### src/rtl/clock_pkg.sv
`default_nettype none
// ============================================================================
//  Package    : clock_pkg
//  Description: Shared types and constants for the digital clock time-set
//               path: sequencer state encoding, converter hold codes and
//               time field widths.
//  Revision   : 1.0 - initial release
// ============================================================================
package clock_pkg;

  // Sequencer states; the encoding is also the display-mux mode code
  typedef enum logic [1:0] {
    ST_RUN      = 2'd0,
    ST_SET_HOUR = 2'd1,
    ST_SET_MIN  = 2'd2,
    ST_SET_SEC  = 2'd3
  } state_t;

  // Hold codes to the converters: [0] clear seconds, [1] minute edit, [2] hour edit
  localparam logic [2:0] HOLD_RUN  = 3'b000;
  localparam logic [2:0] HOLD_HOUR = 3'b100;
  localparam logic [2:0] HOLD_MIN  = 3'b010;
  localparam logic [2:0] HOLD_SEC  = 3'b001;

  // Field widths of the converter chain
  localparam int SEC_W  = 6;
  localparam int MIN_W  = 6;
  localparam int HOUR_W = 5;

  // Hold code presented to the converters while in a given state
  function automatic logic [2:0] hold_of(input state_t s);
    case (s)
      ST_SET_HOUR: hold_of = HOLD_HOUR;
      ST_SET_MIN:  hold_of = HOLD_MIN;
      ST_SET_SEC:  hold_of = HOLD_SEC;
      default:     hold_of = HOLD_RUN;
    endcase
  endfunction

  // Mode-button sequence RUN -> SET_HOUR -> SET_MIN -> SET_SEC -> RUN
  function automatic state_t next_mode(input state_t s);
    case (s)
      ST_RUN:      next_mode = ST_SET_HOUR;
      ST_SET_HOUR: next_mode = ST_SET_MIN;
      ST_SET_MIN:  next_mode = ST_SET_SEC;
      default:     next_mode = ST_RUN;
    endcase
  endfunction

endpackage
`default_nettype wire

### src/rtl/time_set_ctrl_if.sv
`default_nettype none
// ============================================================================
//  Interface  : time_set_ctrl_if
//  Description: Button/tick inputs and converter-control outputs of the
//               time-set sequencer. The slave modport is the sequencer side.
//  Revision   : 1.0 - initial release
// ============================================================================
interface time_set_ctrl_if;

  logic       tick_1hz;
  logic       btn_mode;
  logic       btn_inc;
  logic [2:0] hold;
  logic       min_inc;
  logic       hour_inc;
  logic [1:0] mode;
  logic       blink;

  modport slave (
    input  tick_1hz, btn_mode, btn_inc,
    output hold, min_inc, hour_inc, mode, blink
  );

  modport master (
    output tick_1hz, btn_mode, btn_inc,
    input  hold, min_inc, hour_inc, mode, blink
  );

endinterface
`default_nettype wire

### src/rtl/btn_sync_edge.sv
`default_nettype none
// ============================================================================
//  Module     : btn_sync_edge
//  Description: Multi-flop synchroniser for an asynchronous active-high
//               button followed by a registered rising-edge detector.
//               Pulse appears SYNC_STAGES+1 clocks after the pin rises.
//  Revision   : 1.0 - initial release
// ============================================================================
module btn_sync_edge #(
  parameter int SYNC_STAGES = 2
) (
  input  logic clk,
  input  logic rst_n,
  input  logic btn,
  output logic pulse
);

  logic [SYNC_STAGES-1:0] sync;
  logic                   prev;

  generate
    if (SYNC_STAGES < 2) begin : g_bad_stages
      $error("btn_sync_edge: SYNC_STAGES must be at least 2");
    end
  endgenerate

  // Sync chain and edge history reset to the pressed level, so a button
  // held through reset is seen as already high and yields no edge.
  always_ff @(posedge clk or negedge rst_n) begin
    if (!rst_n) begin
      sync  <= '1;
      prev  <= 1'b1;
      pulse <= 1'b0;
    end else begin
      sync  <= {sync[SYNC_STAGES-2:0], btn};
      prev  <= sync[SYNC_STAGES-1];
      pulse <= sync[SYNC_STAGES-1] & ~prev;
    end
  end

endmodule
`default_nettype wire

### src/rtl/time_set_ctrl.sv
`default_nettype none
// ============================================================================
//  Module     : time_set_ctrl
//  Description: Mode/time-set sequencer for the digital clock. Turns the
//               mode and inc buttons into converter hold codes, one-clock
//               minute/hour increment strobes, a mode code and a blink
//               enable for the field under edit.
//               Optional feature macro: SET_TIMEOUT_EN - idle timeout that
//               returns a SET_* mode to RUN after TIMEOUT_S seconds.
//  Revision   : 1.0 - initial release
// ============================================================================
module time_set_ctrl
  import clock_pkg::*;
#(
  parameter int SYNC_STAGES = 2,
  parameter int TIMEOUT_S   = 30
) (
  input  logic            clk,
  input  logic            rst_n,
  time_set_ctrl_if.slave  bus
);

  logic   mode_p;
  logic   inc_p;
  logic   expire;
  state_t state, state_nx;
  logic [2:0] hold_r;
  logic   min_inc_r, min_inc_nx;
  logic   hour_inc_r, hour_inc_nx;
  logic   blink_r, blink_nx;

  generate
    if (TIMEOUT_S < 1) begin : g_bad_timeout
      $error("time_set_ctrl: TIMEOUT_S must be at least 1");
    end
  endgenerate

  btn_sync_edge #(.SYNC_STAGES(SYNC_STAGES)) u_mode_sync (
    .clk   (clk),
    .rst_n (rst_n),
    .btn   (bus.btn_mode),
    .pulse (mode_p)
  );

  btn_sync_edge #(.SYNC_STAGES(SYNC_STAGES)) u_inc_sync (
    .clk   (clk),
    .rst_n (rst_n),
    .btn   (bus.btn_inc),
    .pulse (inc_p)
  );

`ifdef SET_TIMEOUT_EN
  localparam int CNT_W = $clog2(TIMEOUT_S + 1);
  logic [CNT_W-1:0] idle_cnt, idle_cnt_nx;

  assign expire = (state != ST_RUN) && (idle_cnt == CNT_W'(TIMEOUT_S));

  // Seconds since the last button edge while editing
  always_ff @(posedge clk or negedge rst_n) begin
    if (!rst_n) idle_cnt <= '0;
    else        idle_cnt <= idle_cnt_nx;
  end
`else
  assign expire = 1'b0;
`endif

  // State, hold decode, strobes and blink, all registered
  always_ff @(posedge clk or negedge rst_n) begin
    if (!rst_n) begin
      state      <= ST_RUN;
      hold_r     <= HOLD_RUN;
      min_inc_r  <= 1'b0;
      hour_inc_r <= 1'b0;
      blink_r    <= 1'b1;
    end else begin
      state      <= state_nx;
      hold_r     <= hold_of(state_nx);
      min_inc_r  <= min_inc_nx;
      hour_inc_r <= hour_inc_nx;
      blink_r    <= blink_nx;
    end
  end

  // Next state: mode_p wins over timeout, both suppress any strobe;
  // strobes and blink toggling only happen while the state holds.
  always_comb begin
    state_nx    = state;
    min_inc_nx  = 1'b0;
    hour_inc_nx = 1'b0;
    blink_nx    = blink_r;
`ifdef SET_TIMEOUT_EN
    idle_cnt_nx = idle_cnt;
`endif
    if (mode_p) begin
      state_nx = next_mode(state);
      blink_nx = 1'b1;
`ifdef SET_TIMEOUT_EN
      idle_cnt_nx = '0;
`endif
    end else if (expire) begin
      state_nx = ST_RUN;
      blink_nx = 1'b1;
`ifdef SET_TIMEOUT_EN
      idle_cnt_nx = '0;
`endif
    end else begin
      hour_inc_nx = inc_p && (state == ST_SET_HOUR);
      min_inc_nx  = inc_p && (state == ST_SET_MIN);
      if (state == ST_RUN)    blink_nx = 1'b1;
      else if (bus.tick_1hz)  blink_nx = ~blink_r;
`ifdef SET_TIMEOUT_EN
      if (state == ST_RUN || inc_p) idle_cnt_nx = '0;
      else if (bus.tick_1hz)        idle_cnt_nx = idle_cnt + 1'b1;
`endif
    end
  end

  assign bus.mode     = state;
  assign bus.hold     = hold_r;
  assign bus.min_inc  = min_inc_r;
  assign bus.hour_inc = hour_inc_r;
  assign bus.blink    = blink_r;

endmodule
`default_nettype wire

### src/flat_wrapper.sv
// flat-port wrapper written by rule: the top's interface ports become plain ports
module time_set_ctrl_flat import clock_pkg::*;
#(
  parameter int SYNC_STAGES = 2,
  parameter int TIMEOUT_S   = 30
)
  (clk, rst_n, bus_tick_1hz, bus_btn_mode, bus_btn_inc, bus_hold, bus_min_inc, bus_hour_inc, bus_mode, bus_blink);
  time_set_ctrl_if bus_i ();
  input  logic clk;
  input  logic rst_n;
  input wire logic [$bits(bus_i.tick_1hz)-1:0] bus_tick_1hz;
  input wire logic [$bits(bus_i.btn_mode)-1:0] bus_btn_mode;
  input wire logic [$bits(bus_i.btn_inc)-1:0] bus_btn_inc;
  output wire logic [$bits(bus_i.hold)-1:0] bus_hold;
  output wire logic [$bits(bus_i.min_inc)-1:0] bus_min_inc;
  output wire logic [$bits(bus_i.hour_inc)-1:0] bus_hour_inc;
  output wire logic [$bits(bus_i.mode)-1:0] bus_mode;
  output wire logic [$bits(bus_i.blink)-1:0] bus_blink;
  assign bus_i.tick_1hz = bus_tick_1hz;
  assign bus_i.btn_mode = bus_btn_mode;
  assign bus_i.btn_inc = bus_btn_inc;
  assign bus_hold = bus_i.hold;
  assign bus_min_inc = bus_i.min_inc;
  assign bus_hour_inc = bus_i.hour_inc;
  assign bus_mode = bus_i.mode;
  assign bus_blink = bus_i.blink;
  time_set_ctrl #(.SYNC_STAGES(SYNC_STAGES), .TIMEOUT_S(TIMEOUT_S)) u_core (.clk(clk), .rst_n(rst_n), .bus(bus_i));
endmodule
### config.mk
export PLATFORM = sky130hd
export DESIGN_NAME = time_set_ctrl_flat
export DESIGN_NICKNAME = d
export VERILOG_FILES = /design/src/rtl/clock_pkg.sv /design/src/rtl/time_set_ctrl_if.sv /design/src/rtl/btn_sync_edge.sv /design/src/rtl/time_set_ctrl.sv /design/src/flat_wrapper.sv
export SDC_FILE = /design/constraint.sdc
export NUM_CORES = 1
export LEC_CHECK = 0
export BUFFER_PORTS_ARGS = -buffer_cell sky130_fd_sc_hd__buf_2
export CAP_MARGIN = 20
export CORE_UTILIZATION = 40
export CTS_BUF_LIST = sky130_fd_sc_hd__clkbuf_2
export DETAILED_ROUTE_END_ITERATION = 10
export SLEW_MARGIN = 20
export SYNTH_ARGS = -nofsm -noshare
export SYNTH_HDL_FRONTEND = slang
export SYNTH_HIERARCHICAL = 1
export SYNTH_SLANG_ARGS = --single-unit
### constraint.sdc
create_clock -name clk -period 3.75 [get_ports clk]
set_clock_uncertainty 0.1 [all_clocks]
set_input_delay 1.125 -clock clk [delete_from_list [all_inputs] [get_ports clk]]
set_output_delay 1.125 -clock clk [all_outputs]
set_load 0.005 [all_outputs]
==> impl_metrics.py <==
metrics = {
    "place": {
        "gp_congestion": 0.701,
        "preCtsSetupSlack_ns": 1.89,
        "numPortBuffers": 12,
        "place_hpwl_um": 654,
    },
    "floorplanning": {
        "io_pins": 13,
        "die_area_mm2": 0.00160,
        "die-height_um": 40.0,
        "fp.dieW_um": 40.0,
        "initial_core_util_pct": 43.8,
        "num_rows": 13,
        "core_mm2": 0.00132,
    },
    "sta": {
        "setup_ws_ns": 1.57,
        "max_freq_ghz": 0.459,
        "setup_viol": 0,
        "max_slew.worst_pin.slew_ns": 0.330,
        "whs_ns": 0.265,
        "drv_slew": 0,
        "max_slew_margin_pct": 78.0,
        "setup_tns_ns": 0,
        "period_needed_ns": 2.18,
        "hold_viol": 0,
        "finalCritPeriodShare_pct": 58.1,
        "grt_setup_unrepaired": "no",
    },
    "drt": {
        "wl_per_cell_um": 12.7,
        "firstDrtPassIters": 4,
        "num_vias": 324,
        "routed_wl_um": 877,
        "first_iter_violations": 4,
        "drc": 0,
        "ant_nets": 0,
        "vias_per_cell": 4.70,
    },
    "worst_setup_path": {
        "cp_max_fo": 2,
        "cp.buffers_inverters": 1,
        "crit_slowest_cell": "dfstp_2",
        "critical_path_required_ns": 2.52,
        "path_cells": "buf_2",
        "worst-path-stages": 1,
        "crit_arrival_ns": 0.95,
        "slowest_delay_ns": 0.56,
        "r2r_start": "u_core/bus.mode[0]",
        "crit_type": "flip-flop to output pin",
        "crit_start": "u_core/bus.blink",
        "critPathCaptureType": "output pin",
        "r2r_cells": 4,
        "startpoint_type": "flip-flop",
        "path_delay_family": "flip-flops",
    },
    "cells_and_area": {
        "drive_above_1_share_pct": 48.1,
        "area_growth_pct": 17.1,
        "antenna_cells": 0,
        "final_nets": 63,
    },
    "clocking": {
        "cts_tree": "done",
        "cts_setup_buffers": 0,
        "htree_levels": 1,
        "cts_resized": 0,
        "cts.sinks": 16,
        "postCtsHoldBufs": 0,
        "root_buffer": "clkbuf_2",
        "cts_made_buffers": 3,
        "cts.path.max_buffers": 2,
        "clk_latency_ns": 0.29,
        "clkTransAtPathRegs_ns": 0.14,
    },
    "synthesis": {
        "syn-num-nets": 46,
        "ys_ff_latch": 16,
        "syn_inst": 38,
        "syn-cell-area_um2": 577,
        "synth_cell_type_count": 15,
        "syn_avg_cell_area_um2": 15.2,
        "yosysSeqAreaShare_pct": 70.9,
        "synth-warning-count": 6,
    },
    "hold_path": {
        "hold_start": "u_core/u_mode_sync/sync[0]",
        "holdCritPathClass": "flip-flop to flip-flop",
        "min_path_cells": 0,
    },
    "pwr": {
        "total_leakage_power_nw": 0.348,
        "ir_drop_v": 0.000303,
        "power_density_mw_per_mm2": 667,
    },
    "grt": {
        "grt_use_total_pct": 14.1,
        "grt_pass1_wl_um": 1400,
        "grt_overflow_total": 0,
        "grt_max_degree": 17,
        "grt_pass1_vias": 335,
        "antenna_found_initial": 0,
    },
    "outcome": {
        "outcome": "completed",
    },
    "job": {
        "drv_cap": 0,
    },
}
-- cells by family after synthesis --
family                   after synthesis  synth area share [%]
adder cells (fa/ha/maj)                3                  6.51
buffers and inverters                  3                  1.95
XOR/XNOR                               1                  1.52
AND/OR/NAND/NOR                       11                  13.2
flip-flops                            16                  70.9
AO/OA/AOI/OAI                          4                  5.86
-- flip-flops by register name (all words and copies together) (netlist names) --
| signal | cells |
|---|---|
| u_core/u_mode_sync/prev | 1 |
| u_core/bus.hold | 3 |
| u_core/u_mode_sync/sync | 2 |
| u_core/u_mode_sync/pulse | 1 |
| u_core/u_inc_sync/sync | 2 |
| u_core/u_inc_sync/pulse | 1 |
| u_core/bus.mode | 2 |
| u_core/u_inc_sync/prev | 1 |
| u_core/bus.blink | 1 |
| u_core/bus.hour_inc | 1 |
| u_core/bus.min_inc | 1 |
-- per-layer routing --
metal	vias up	wire, um	track usage (%)
li1	156	-	-
met1	154	375	16.2
met2	12	437	22.6
met3	2	47	3.33
met4	0	16	10.3
met5	-	0	0
-- per-stage QoR --
step / total power (W) / instance area, um^2 / std cells / util [%]
3_3_place_gp: 0.000363 / 656 / 65 / 49.8
4_1_cts: 0.000457 / 676 / 69 / 51.3
5_1_grt: 0.000484 / 676 / 69 / 51.3
6_report: 0.000450 / 676 / 69 / 51.3
3_5_place_dp: 0.000377 / 656 / 65 / 49.8
2_1_floorplan: 0.000318 / 577 / 38 / -
-- cells in the mapped netlist --
library cell  number  area (um^2)
nor2_1             1         3.75
dfstp_2            7          184
nor2b_4            2         27.5
and3_1             2         12.5
o21ai_0            1         5.00
o32ai_2            1         16.3
inv_1              3         11.3
or3_1              1         6.26
xor2_1             1         8.76
or2_0              1         6.26
ha_1               3         37.5
o22ai_1            2         12.5
dfrtp_1            9          225
nand2_1            2         7.51
nand2b_1           2         12.5
-- where the power goes --
group	internal, W	switching, W
logic	0.0000620	0.0000716
clock network	0.0000283	0.0000508
registers	0.000214	0.0000236
-- area by class of cell --
| type | instances | area (um^2) |
|---|---|---|
| Clock buffer | 4 | 20.0 |
| Fill cell | 111 | 642 |
| Inverter | 3 | 11.3 |
| Multi-Input combinational cell | 19 | 156 |
| Sequential cell | 16 | 409 |
| Tap cell | 15 | 18.8 |
| Timing Repair Buffer | 12 | 60.1 |
-- path summary, 6_finish.rpt --
kind / to / slack, ns
worst max-delay path: bus_blink / 1.57
worst min-delay path: u_core/u_mode_sync/sync[1] / 0.27
worst max register to register: u_core/bus.hold[0] / 2.41
worst min register to register: u_core/u_mode_sync/sync[1] / 0.27
max in group asynchronous: u_core/u_mode_sync/prev / 2.64
min in group asynchronous: u_core/bus.hold[1] / 0.60
-- placed cells by master (no fill, tap or decap) --
cell type / synthesis / routed
nand2b_1: 2 / 2
o22ai_1: 2 / 2
nor2_1: 1 / 1
o32ai_2: 1 / 1
or3_1: 1 / 1
ha_1: 3 / 3
dfrtp_1: 9 / 9
or2_0: 1 / 1
xor2_1: 1 / 1
nand2_1: 2 / 2
nor2b_4: 2 / 2
inv_1: 3 / 3
and3_1: 2 / 2
clkbuf_2: 0 / 4
o21ai_0: 1 / 1
dfstp_2: 7 / 7
buf_2: 0 / 12
Note: power is estimated with default switching activity, not from simulation.
